### config.mk
export PLATFORM = sky130hd
export DESIGN_NAME = multi_channel_blinker
export DESIGN_NICKNAME = d
export VERILOG_FILES = /design/src/rtl/blinker_pkg.sv /design/src/rtl/blink_channel.sv /design/src/rtl/multi_channel_blinker.sv
export SDC_FILE = /design/constraint.sdc
export NUM_CORES = 1
export LEC_CHECK = 0
export CORE_UTILIZATION = 35
export CTS_CLUSTER_DIAMETER = 80
export DETAILED_ROUTE_END_ITERATION = 10
export SYNTH_ARGS = -nofsm -noshare
export SYNTH_HDL_FRONTEND = slang
export SYNTH_SLANG_ARGS = --single-unit
### constraint.sdc
create_clock -name clk -period 5.2 [get_ports clk]
set_input_delay 0.78 -clock clk [delete_from_list [all_inputs] [get_ports clk]]
set_output_delay 0.78 -clock clk [all_outputs]
set_load 0.005 [all_outputs]
### src/rtl/blinker_pkg.sv
// rtl/blinker_pkg.sv - shared mode encoding and sizing helper for the LED blinker
package blinker_pkg;

    typedef enum logic [1:0] {
        MODE_OFF   = 2'd0,
        MODE_ON    = 2'd1,
        MODE_BLINK = 2'd2,
        MODE_PWM   = 2'd3
    } mode_t;

    // Channel-select width; a single channel still needs a one-bit select port.
    function automatic int ch_sel_w(input int num_ch);
        return (num_ch > 1) ? $clog2(num_ch) : 1;
    endfunction

endpackage

### src/rtl/blink_channel.sv
// rtl/blink_channel.sv - one LED channel: mode/period/duty state, tick counter, phase and lit decode
module blink_channel
    import blinker_pkg::*;
#(
    parameter int CNT_W = 16
) (
    input  logic             clk,
    input  logic             rst_n,
    input  logic             i_load,
    input  logic             i_tick,
    input  logic [1:0]       i_mode,
    input  logic [CNT_W-1:0] i_period,
    input  logic [CNT_W-1:0] i_duty,
    output logic             o_lit
);

    mode_t            r_mode;
    logic [CNT_W-1:0] r_period;
    logic [CNT_W-1:0] r_duty;
    logic [CNT_W-1:0] r_cnt;
    logic             r_phase;

    logic [CNT_W-1:0] w_eff_period;
    logic             w_wrap;

    // A zero period is treated as one tick so the counter always has a legal wrap point.
    assign w_eff_period = (r_period == '0) ? CNT_W'(1) : r_period;
    assign w_wrap       = (r_cnt >= (w_eff_period - CNT_W'(1)));

    // A load wins over a coincident tick, so a freshly written channel always starts at cnt 0.
    always_ff @(posedge clk or negedge rst_n) begin
        if (!rst_n) begin
            r_mode   <= MODE_OFF;
            r_period <= '0;
            r_duty   <= '0;
            r_cnt    <= '0;
            r_phase  <= 1'b0;
        end else if (i_load) begin
            r_mode   <= mode_t'(i_mode);
            r_period <= i_period;
            r_duty   <= i_duty;
            r_cnt    <= '0;
            r_phase  <= 1'b1;
        end else if (i_tick) begin
            if (w_wrap) begin
                r_cnt   <= '0;
                r_phase <= ~r_phase;
            end else begin
                r_cnt   <= r_cnt + CNT_W'(1);
            end
        end
    end

    always_comb begin
        o_lit = 1'b0;
        case (r_mode)
            MODE_OFF:   o_lit = 1'b0;
            MODE_ON:    o_lit = 1'b1;
            MODE_BLINK: o_lit = r_phase;
            MODE_PWM:   o_lit = (r_cnt < r_duty);
            default:    o_lit = 1'b0;
        endcase
    end

endmodule

### src/rtl/multi_channel_blinker.sv
// rtl/multi_channel_blinker.sv - prescaled timebase, config write decode and NUM_CH blink channels
module multi_channel_blinker
    import blinker_pkg::*;
#(
    parameter int CLK_HZ     = 12_000_000,
    parameter int TICK_HZ    = 1000,
    parameter int NUM_CH     = 8,
    parameter int CNT_W      = 16,
    parameter int ACTIVE_LOW = 1
) (
    input  logic                        clk,
    input  logic                        rst_n,
    input  logic                        cfg_valid,
    output logic                        cfg_ready,
    input  logic [ch_sel_w(NUM_CH)-1:0] cfg_ch,
    input  logic [1:0]                  cfg_mode,
    input  logic [CNT_W-1:0]            cfg_period,
    input  logic [CNT_W-1:0]            cfg_duty,
    output logic [NUM_CH-1:0]           led_out,
    output logic                        tick_out
);

    localparam int   CH_W     = ch_sel_w(NUM_CH);
    localparam int   PRESCALE = CLK_HZ / TICK_HZ;
    localparam int   PRESC_W  = $clog2(PRESCALE);
    localparam logic POL      = (ACTIVE_LOW != 0);

    logic [PRESC_W-1:0] r_presc;
    logic               r_cfg_ready;
    logic [NUM_CH-1:0]  r_led;

    logic               w_tick;
    logic               w_accept;
    logic [NUM_CH-1:0]  w_load;
    logic [NUM_CH-1:0]  w_lit;

    assign w_tick = (r_presc == PRESC_W'(PRESCALE - 1));

    always_ff @(posedge clk or negedge rst_n) begin
        if (!rst_n) begin
            r_presc <= '0;
        end else if (w_tick) begin
            r_presc <= '0;
        end else begin
            r_presc <= r_presc + PRESC_W'(1);
        end
    end

    // Ready drops for exactly the cycle after each acceptance, pacing writes to one per two cycles.
    assign w_accept = cfg_valid & r_cfg_ready;

    always_ff @(posedge clk or negedge rst_n) begin
        if (!rst_n) begin
            r_cfg_ready <= 1'b1;
        end else begin
            r_cfg_ready <= ~w_accept;
        end
    end

    // Selects that match no channel are still accepted but load nothing.
    genvar g;
    generate
        for (g = 0; g < NUM_CH; g++) begin : g_ch
            assign w_load[g] = w_accept & (cfg_ch == CH_W'(g));

            blink_channel #(
                .CNT_W (CNT_W)
            ) u_channel (
                .clk      (clk),
                .rst_n    (rst_n),
                .i_load   (w_load[g]),
                .i_tick   (w_tick),
                .i_mode   (cfg_mode),
                .i_period (cfg_period),
                .i_duty   (cfg_duty),
                .o_lit    (w_lit[g])
            );
        end
    endgenerate

    always_ff @(posedge clk or negedge rst_n) begin
        if (!rst_n) begin
            r_led <= {NUM_CH{POL}};
        end else begin
            r_led <= w_lit ^ {NUM_CH{POL}};
        end
    end

    assign led_out   = r_led;
    assign tick_out  = w_tick;
    assign cfg_ready = r_cfg_ready;

endmodule
# [After elaboration in Yosys (flattened, before gate mapping)]
# Cells that the tools add are included.
[classes] n_bitwise=19 n_addsub=17 magnitude_cmp=16 reduce_logical=41 eq_ne=32 muxes=65
[ops] op="two-way mux 16 bit" count=32
[ops] op="adder 16 x 1 -> 16 bit, second input constant" count=8
[ops] op="greater-or-equal comparator 16 bit" count=8
[ops] op="logical NOT 16 bit" count=8
[ops] op="< comparator 16 bit" count=8
[ops] op="subtractor 16 x 1 -> 16 bit, second input constant" count=8
[ops] op="== test 2 bit, second input constant" count=16
[ops] op="case mux 1 bit (4 select lines)" count=8
[ops] op="nonzero test 2 bit" count=16
[ops] op="two-way mux 1 bit" count=24
[ops] op="== test 2 x 1 -> 1 bit, second input constant" count=8
[ops] op="logical NOT 2 bit" count=8
[ops] op="AND reduction 2 bit" count=8
[ops] op="adder 14 x 1 -> 14 bit, second input constant" count=1
[ops] op="== test 14 bit, second input constant" count=1
[ops] op="two-way mux 14 bit" count=1
[ops] op="== test 3 bit, second input constant" count=4
[ops] op="AND 1 bit" count=9
[ops] op="inverter 1 bit" count=9
[ops] op="inverter 8 bit" count=1
[ops] op="== test 3 x 2 -> 1 bit, second input constant" count=2
[ops] op="== test 3 x 1 -> 1 bit, second input constant" count=1
[ops] op="logical NOT 3 bit" count=1
[word_totals] ff_bits=431 input_bits=40 wordCells=233 output_inout_bits=10

# [Longest topological paths before layout]
# Gate-level depths: netlist of run 1.
[logic_depth] depth_word=7 ltp_mapped=18 mapped_depth_nobuf=17

# [Cells and area by module]
# Synthesis of run 1 repeated with hierarchy kept, for this count alone.
[unflattened] hier_cells=2537 hier_area_um2=25448.2
[by_module_without_submodules] module="blink_channel (g_ch[1].u_channel ...)" seq_area_each_um2=1276.2 cells_per_inst=305 area_each_um2=3056.7 n_inst=5
[by_module_without_submodules] module="blink_channel (g_ch[0].u_channel ...)" seq_area_each_um2=1276.2 cells_per_inst=303 area_each_um2=3045.4 n_inst=2
[by_module_without_submodules] module="blink_channel (g_ch[4].u_channel)" seq_area_each_um2=1276.2 cells_per_inst=311 area_each_um2=3041.7 n_inst=1
[by_module_without_submodules] module="multi_channel_blinker" seq_area_each_um2=586.8 cells_per_inst=95 area_each_um2=1032.2 n_inst=1

# [Worst setup path after synthesis of run 1]
# Ideal clock, no wire load.
[synth_path] kind="reg2reg" start="reg g_ch[5].u_channel.r_period[9]" end="reg g_ch[5].u_channel.r_cnt[6]" t_required_ps=5118 path_buffers=0 slack_ps=1046 period_less_slack_ps=4154 setup_ps=82 t_arrival_ps=4072 path_stages_with_launch=18 path_cell_list="dfrtp_1 -> or3_1 -> or2_2 -> or4_1 -> nor4_1 -> nor2_1 -> ha_1 -> nand2_1 -> or2_2 -> nor4_1 -> xnor2_1 -> ha_1 -> nand4_1 -> nor3_1 -> or3_1 -> a21oi_1 -> or3b_2 -> a31oi_1"
[synth_between] elab_chain_cells=7
[synth_lines] item="start, declared" line_no="blink_channel.sv:18" text="logic [CNT_W-1:0] r_period;"
[synth_lines] item="start signal, assigned" line_no="blink_channel.sv:40" text="r_period <= i_period;"
[synth_lines] item="logical NOT 16 bit" line_no="blink_channel.sv:27" text="assign w_eff_period = (r_period == '0) ? CNT_W'(1) : r_period;"
[synth_lines] item="two-way mux 16 bit (*)" line_no="blink_channel.sv:27"
[synth_lines] item="subtractor 16 x 1 -> 16 bit (*)" line_no="blink_channel.sv:28" text="assign w_wrap = (r_cnt >= (w_eff_period - CNT_W'(1)));"
[synth_lines] item="greater-or-equal comparator 16 bit (*)" line_no="blink_channel.sv:28"
[synth_lines] item="two-way mux 16 bit (*)" line_no="blink_channel.sv:45" text="if (w_wrap) begin"
[synth_lines] item="two-way mux 16 bit (*)" line_no="blink_channel.sv:44" text="end else if (i_tick) begin"
[synth_lines] item="two-way mux 16 bit (*)" line_no="blink_channel.sv:38" text="end else if (i_load) begin"
[synth_lines] item="end signal, assigned" line_no="blink_channel.sv:49" text="r_cnt <= r_cnt + CNT_W'(1);"
[synth_lines] item="end, declared" line_no="blink_channel.sv:20" text="logic [CNT_W-1:0] r_cnt;"
# Every way passes the cells marked *; elsewhere a longest branch is shown, timed or not. The select of a mux whose other input is x is not followed.
# A chain may end at the register's enable or synchronous reset.

# [Worst setup path in the final report of run 1]
# Same ends and word-level chain as after synthesis.

==> results of run 1 <==
per-stage QoR:
stage	total power (W)	hold WS, ns
after CTS	0.0106	0.278
final	0.0104	0.247
after detailed placement	0.00690	0.458
after global routing	0.0111	0.324
after global placement	0.00683	0.455
after floorplan	0.00611	0.447
per-layer routing:
layer / vias up / track usage (%) / share of wire (%) / wire (µm)
met1: 9457 / 26.2 / 48 / 32700
met4: 0 / 5.68 / 2.6 / 1770
met3: 94 / 2.10 / 3.8 / 2630
li1: 9987 / - / - / -
met2: 343 / 30.5 / 46 / 31600
met5: - / 0 / 0 / 0
worst max-delay path: stages (launching register included):
cell      delay [ns]
dfrtp_1         0.42
or3_1           0.40
or2_2           0.31
or4_1           0.46
nor4_1          0.32
nor2_1          0.11
ha_1            0.23
nand2_1         0.09
or2_2           0.16
nor4_1          0.06
xnor2_1         0.14
ha_1            0.30
nand4_1         0.14
o21bai_1        0.14
or3_1           0.32
a21oi_1         0.16
or3b_2          0.45
a31oi_1         0.18
cells by family (layout without fill, tap and decap cells):
family	after synthesis	after routing	share of synthesized area (%)
fa+ha+maj	265	265	13.0
compound gates	485	485	11.5
flops	431	431	42.2
xor+xnor	184	184	6.30
buf+inv	260	336	4.07
simple gates	1212	1212	21.1
mux	42	42	1.83
placed cells by master (no fill, tap or decap), drive strengths merged, types with 75 or more instances in the layout:
cell type  instances
a21oi            112
xnor2             97
clkbuf            75
xor2              87
nor2             214
nand2            623
o21ai            210
nand3             82
inv              167
dfrtp            422
ha               265
flip-flops by register name, indices dropped and copies added (netlist names):
name,count
g_ch.u_channel.r_duty,128
g_ch.u_channel.r_mode,16
cfg_ready,1
r_presc,14
g_ch.u_channel.r_phase,8
led_out,8
g_ch.u_channel.r_period,128
g_ch.u_channel.r_cnt,128
worst paths after layout:
kind | cells after the start | end
max | 17 | g_ch[5].u_channel.r_cnt[6]
min | 1 | g_ch[2].u_channel.r_period[9]
max reg2reg | 17 | g_ch[5].u_channel.r_cnt[6]
min reg2reg | 1 | cfg_ready
max in group asynchronous | 2 | r_presc[6]
min in group clk | 1 | cfg_ready
cell type report:
| type | count | area (µm²) | share of cell area (%) |
|---|---|---|---|
| tap | 950 | 1190 | 4.12 |
| inverter | 166 | 623 | 2.16 |
| multi-input combinational | 2188 | 13800 | 47.9 |
| clock buffer | 75 | 1470 | 5.08 |
| clock inverter | 17 | 218 | 0.755 |
| sequential | 431 | 10800 | 37.4 |
| timing repair buffer | 78 | 751 | 2.60 |
power breakdown:
group          switching (W)  internal (W)
clock network        0.00142       0.00219
logic                0.00138       0.00106
registers           0.000456       0.00393
total                0.00326       0.00718
==> metrics.txt, run 1 <==
Clock Latency Late Sink 0.60 ns; die width 272 µm; Starting Density 35.6%; top-count cell post-synth nand2_1; vias per cell 5.09; fraction of layout cells with a size suffix above 1 6.46%; r2r setup slk 0.73 ns; vias in the first global route 19000; Layout Utilization 40.1%; routed len/inst 17.6 µm; share of the synthesized area in the top cell type 41.3%; CP startpoint g_ch[5].u_channel.r_period[9]; H-tree levels 2; placer congestion estimate 0.843; Filler cells 7208; leading area contributor after synthesis dfrtp_1; Critical Path Start Type flop; DRC Markers 0; Synth Instances 2879; worst-path fanout max 4; Worst-Margin Slew 1.07 ns; ys async rst share 100%; main flop type after synthesis dfrtp_1; PD cells 362 nW/µm²; Total GRT Usage 18.8%; WS Path Type reg -> reg; Fin. Hold Viols 0; CTS tree yes; largest net degree at the start of global routing 114; global-route wire length before repair 109 mm; DRT Pass-1 Iters 9; fmax 0.224 GHz; Slew Limit Headroom 28.3%; P_leak 13.5 nW; Post-Syn Nets 3184; grt ovf 0; worst r2r src g_ch[5].u_channel.r_period[9]; final instance area 28800 µm²; minimum clock period 4.47 ns; dpl ws 0.748 ns; Syn Area/Cell 8.89 µm²; area of the die 74200 µm²; Inst Count DP 3813; status finished, final reports clean; RSZ-0062 raised after global routing no; Detailed Route Iter0 Violations 1525; postcts setup bufs 0; core area 71900 µm²; min-delay worst type in -> async; EDFF count, synth 0; count of cell types in the netlist 73; CTS buffer count 49; Detail Placement HPWL 46.3 mm; final setup margin 0.729 ns; via count 19900; CP Capture Type flop; num ports 50; Clock Sinks 431; clk_skew 0.0199 ns; Max Cap Violations 0; post-CTS sizing 0; #FFs+latches synth 431; Layout Cells excl Fill 3905; DIE HEIGHT 272 µm; CTS Hold Bufs 0; Post-DP Area 27200 µm²; Layout area overhead 12.7%; worst path arrival time 4.98 ns; Antenna Nets Post-Route 0; final setup vio count 0; clock root cell clkbuf_16; row cnt 98; synth top area cells dfrtp_1 41%, ha_1 13%, nand2_1 9.1%, o21ai_0 4.1%, xnor2_1 3.3%; WL final 68.7 mm; Synth Cell Area 25600 µm²; setup TNS 0 ns; CTS max path bufs 3; Max IR drop VDD 0.307 mV; top post-synthesis cells by count 623 x nand2_1, 422 x dfrtp_1, 265 x ha_1, 213 x nor2_1, 209 x o21ai_0; Final period util 86.0%; Final Max Tran Viols 0; clock-pin transition on the worst setup and hold timing paths 0.06 ns; sequential share of the synthesized area 42.2%; initial antenna violation count 1; antenna cells 0; I/O Buffers 49; synth warn 0; data required time of the worst path 5.71 ns; NumNets Final 3219
Power figures use the tool's default switching activity.
==> inputs of run 2 (changes only) <==
- CAP_MARGIN: unset -> 0
==> results of run 2 <==
Final layout, timing and power as in run 1 (identical DEF).
==> inputs of run 3 (changes only) <==
- CTS_CLUSTER_SIZE: unset -> 25
==> run 3 against run 2 <==
  * Worst setup slack better by 0.011 ns
  * Die area stayed put
  * Clock-buffer cell count is 41 lower
  * Register-to-register slack hardly changed
  * Critical path type unchanged
  * Largest power group unchanged
==> metrics.txt, run 3 (synthesis results as in run 1) <==
placer congestion estimate 0.843 (unchanged); worst path arrival time 4.99 ns (was 4.98 ns); Detailed Route Iter0 Violations 1527 (was 1525); minimum clock period 4.46 ns (was 4.47 ns); DRC Markers 0 (unchanged); Comb power frac 26.1% (was 23.4%); Max Cap Violations 0 (unchanged); PD cells 333 nW/µm² (was 362 nW/µm²); Net Sw Frac 33.7% (was 31.3%); Clock Sinks 431 (unchanged); worst-path fanout max 12 (was 4); dpl ws 0.748 ns (unchanged); Critical Path Start Type flop (unchanged); Fin. Hold Viols 0 (unchanged); core area 71900 µm² (unchanged); WL final 68.1 mm (was 68.7 mm); antenna cells 0 (unchanged); CTS max path bufs 3 (unchanged); Detail Placement HPWL 46.3 mm (unchanged); CTS buffer count 28 (was 49); status finished, final reports clean (unchanged); WS Path Type reg -> reg (unchanged); fraction of layout cells with a size suffix above 1 5.53% (was 6.46%); area of the die 74200 µm² (unchanged); num ports 50 (unchanged); final setup margin 0.740 ns (was 0.729 ns); CP Capture Type flop (unchanged); Layout area overhead 10.1% (was 12.7%); most frequent cells in the layout 623 x nand2_1, 422 x dfrtp_1, 265 x ha_1 (unchanged); final setup vio count 0 (unchanged); Final period util 85.8% (was 86.0%); Max IR drop VDD 0.307 mV (about the same); Starting Density 35.6% (unchanged); NumNets Final 3198 (was 3219); Total GRT Usage 18.5% (was 18.8%); Slew Limit Headroom 28.9% (was 28.3%); grt ovf 0 (unchanged); min-delay worst type in -> async (unchanged); FF-to-FF path depth 15 (was 17); CTS Hold Bufs 0 (unchanged); Inst Count DP 3813 (unchanged); Clk pwr share 27.2% (was 34.6%); fmax 0.224 GHz (about the same); Final Max Tran Viols 0 (unchanged); largest registers g_ch.u_channel.r_cnt: 128 flops, g_ch.u_channel.r_duty: 128 flops, g_ch.u_channel.r_period: 128 flops (unchanged); DIE HEIGHT 272 µm (unchanged); DRT Pass-1 Iters 5 (was 9); postcts setup bufs 0 (unchanged); I/O Buffers 49 (unchanged); Power Internal 0.00622 W (was 0.00718 W); data required time of the worst path 5.73 ns (was 5.71 ns); Clock Latency Late Sink 0.62 ns (was 0.60 ns); vias per cell 5.11 (was 5.09); CTS tree yes (unchanged); Seq pwr share 46.7% (was 42.0%); clk_skew 0.0290 ns (was 0.0199 ns); row cnt 98 (unchanged); global-route wire length before repair 109 mm (about the same); P_leak 13.1 nW (was 13.5 nW); Reg-to-Reg End g_ch[3].u_channel.r_cnt[11] (was g_ch[5].u_channel.r_cnt[6]); Layout Cells excl Fill 3864 (was 3905); via count 19800 (was 19900); worst r2r src g_ch[3].u_channel.r_period[9] (was g_ch[5].u_channel.r_period[9]); final instance area 28200 µm² (was 28800 µm²); Worst-Margin Slew 1.06 ns (was 1.07 ns); Antenna Nets Post-Route 0 (unchanged); largest net degree at the start of global routing 114 (unchanged); H-tree levels 1 (was 2); post-CTS sizing 0 (unchanged); Post-DP Area 27200 µm² (unchanged); setup TNS 0 ns (unchanged); initial antenna violation count 1 (unchanged); routed len/inst 17.6 µm (about the same); r2r setup slk 0.74 ns (was 0.73 ns); commonest non-fill, non-tap cell in the layout nand2_1 (unchanged); clock root cell clkbuf_16 (unchanged); RSZ-0062 raised after global routing no (unchanged); vias in the first global route 18800 (was 19000); clock-pin transition on the worst setup and hold timing paths 0.09 ns (was 0.06 ns); die width 272 µm (unchanged); P_sw 0.00316 W (was 0.00326 W)
-- run 3: cell types whose count changed in the layout (fill, tap and decap cells not counted) --
| cell | change |
|---|---|
| clkbuf_8 | -7 |
| inv_16 | +1 |
| clkinvlp_4 | +2 |
| clkbuf_1 | -11 |
| clkinv_8 | +3 |
| clkinv_4 | +1 |
| clkbuf_16 | -23 |
| inv_8 | +4 |
| bufinv_16 | -2 |
| clkinv_2 | -10 |
| inv_6 | +1 |
-- run 3: layout make-up --
type                            instances  area [µm²]
Clock buffer                           34         753
Clock inverter                         17         254
Fill cell                            7270       43700
Inverter                              166         623
Multi-Input combinational cell       2188       13800
Sequential cell                       431       10800
Tap cell                              950        1190
Timing Repair Buffer                   78         751
-- run 3: how the worst max path moves through the flow --
stage                                              to  slack [ns]  cells after the start                     startpoint
after floorplan            g_ch[5].u_channel.r_cnt[6]        1.05                     17  g_ch[5].u_channel.r_period[9]
after global placement     g_ch[5].u_channel.r_cnt[6]        0.80                     17  g_ch[5].u_channel.r_period[9]
after detailed placement  g_ch[3].u_channel.r_cnt[11]        0.75                     15  g_ch[3].u_channel.r_period[9]
after CTS                 g_ch[3].u_channel.r_cnt[11]        0.73                     15  g_ch[3].u_channel.r_period[9]
final                     g_ch[3].u_channel.r_cnt[11]        0.74                     15  g_ch[3].u_channel.r_period[9]
after global routing      g_ch[3].u_channel.r_cnt[13]        0.32                     15  g_ch[3].u_channel.r_period[9]
-- run 3: worst max-delay path, stage by stage (launching register included) --
cell     delay [ns]
dfrtp_1        0.43
or4_1          0.60
or4_1          0.47
nor4_1         0.33
nor2_1         0.11
ha_1           0.25
nand2_1        0.10
or2_2          0.16
nor4_1         0.07
xnor2_1        0.17
ha_1           0.26
nand2_1        0.07
o21ai_0        0.13
o41ai_1        0.64
nand2_1        0.41
nor2_1         0.20
-- run 3: power by group through the flow --
stage / sequential, W / clock, W / combinational (W)
6_report: 0.00438 / 0.00255 / 0.00244
5_1_grt: 0.00447 / 0.00273 / 0.00283
4_1_cts: 0.00438 / 0.00263 / 0.00247
3_5_place_dp: 0.00444 / 0 / 0.00245
3_3_place_gp: 0.00443 / 0 / 0.00240
2_1_floorplan: 0.00432 / 0 / 0.00179
-- run 3: routing by layer --
metal	vias up	track usage, %	wire (µm)
li1	9929	-	-
met1	9440	26.3	32500
met2	313	30.5	31700
met3	75	1.46	2390
met4	0	4.44	1430
met5	-	0	0
-- run 3: stage by stage --
step                      hold WS (ns)  utilization [%]  total power (W)
after floorplan                  0.447                -          0.00611
after global placement           0.455             37.8          0.00683
after CTS                        0.258             39.2          0.00948
final                            0.208             39.2          0.00938
after detailed placement         0.458             37.8          0.00690
after global routing             0.307             39.2           0.0100
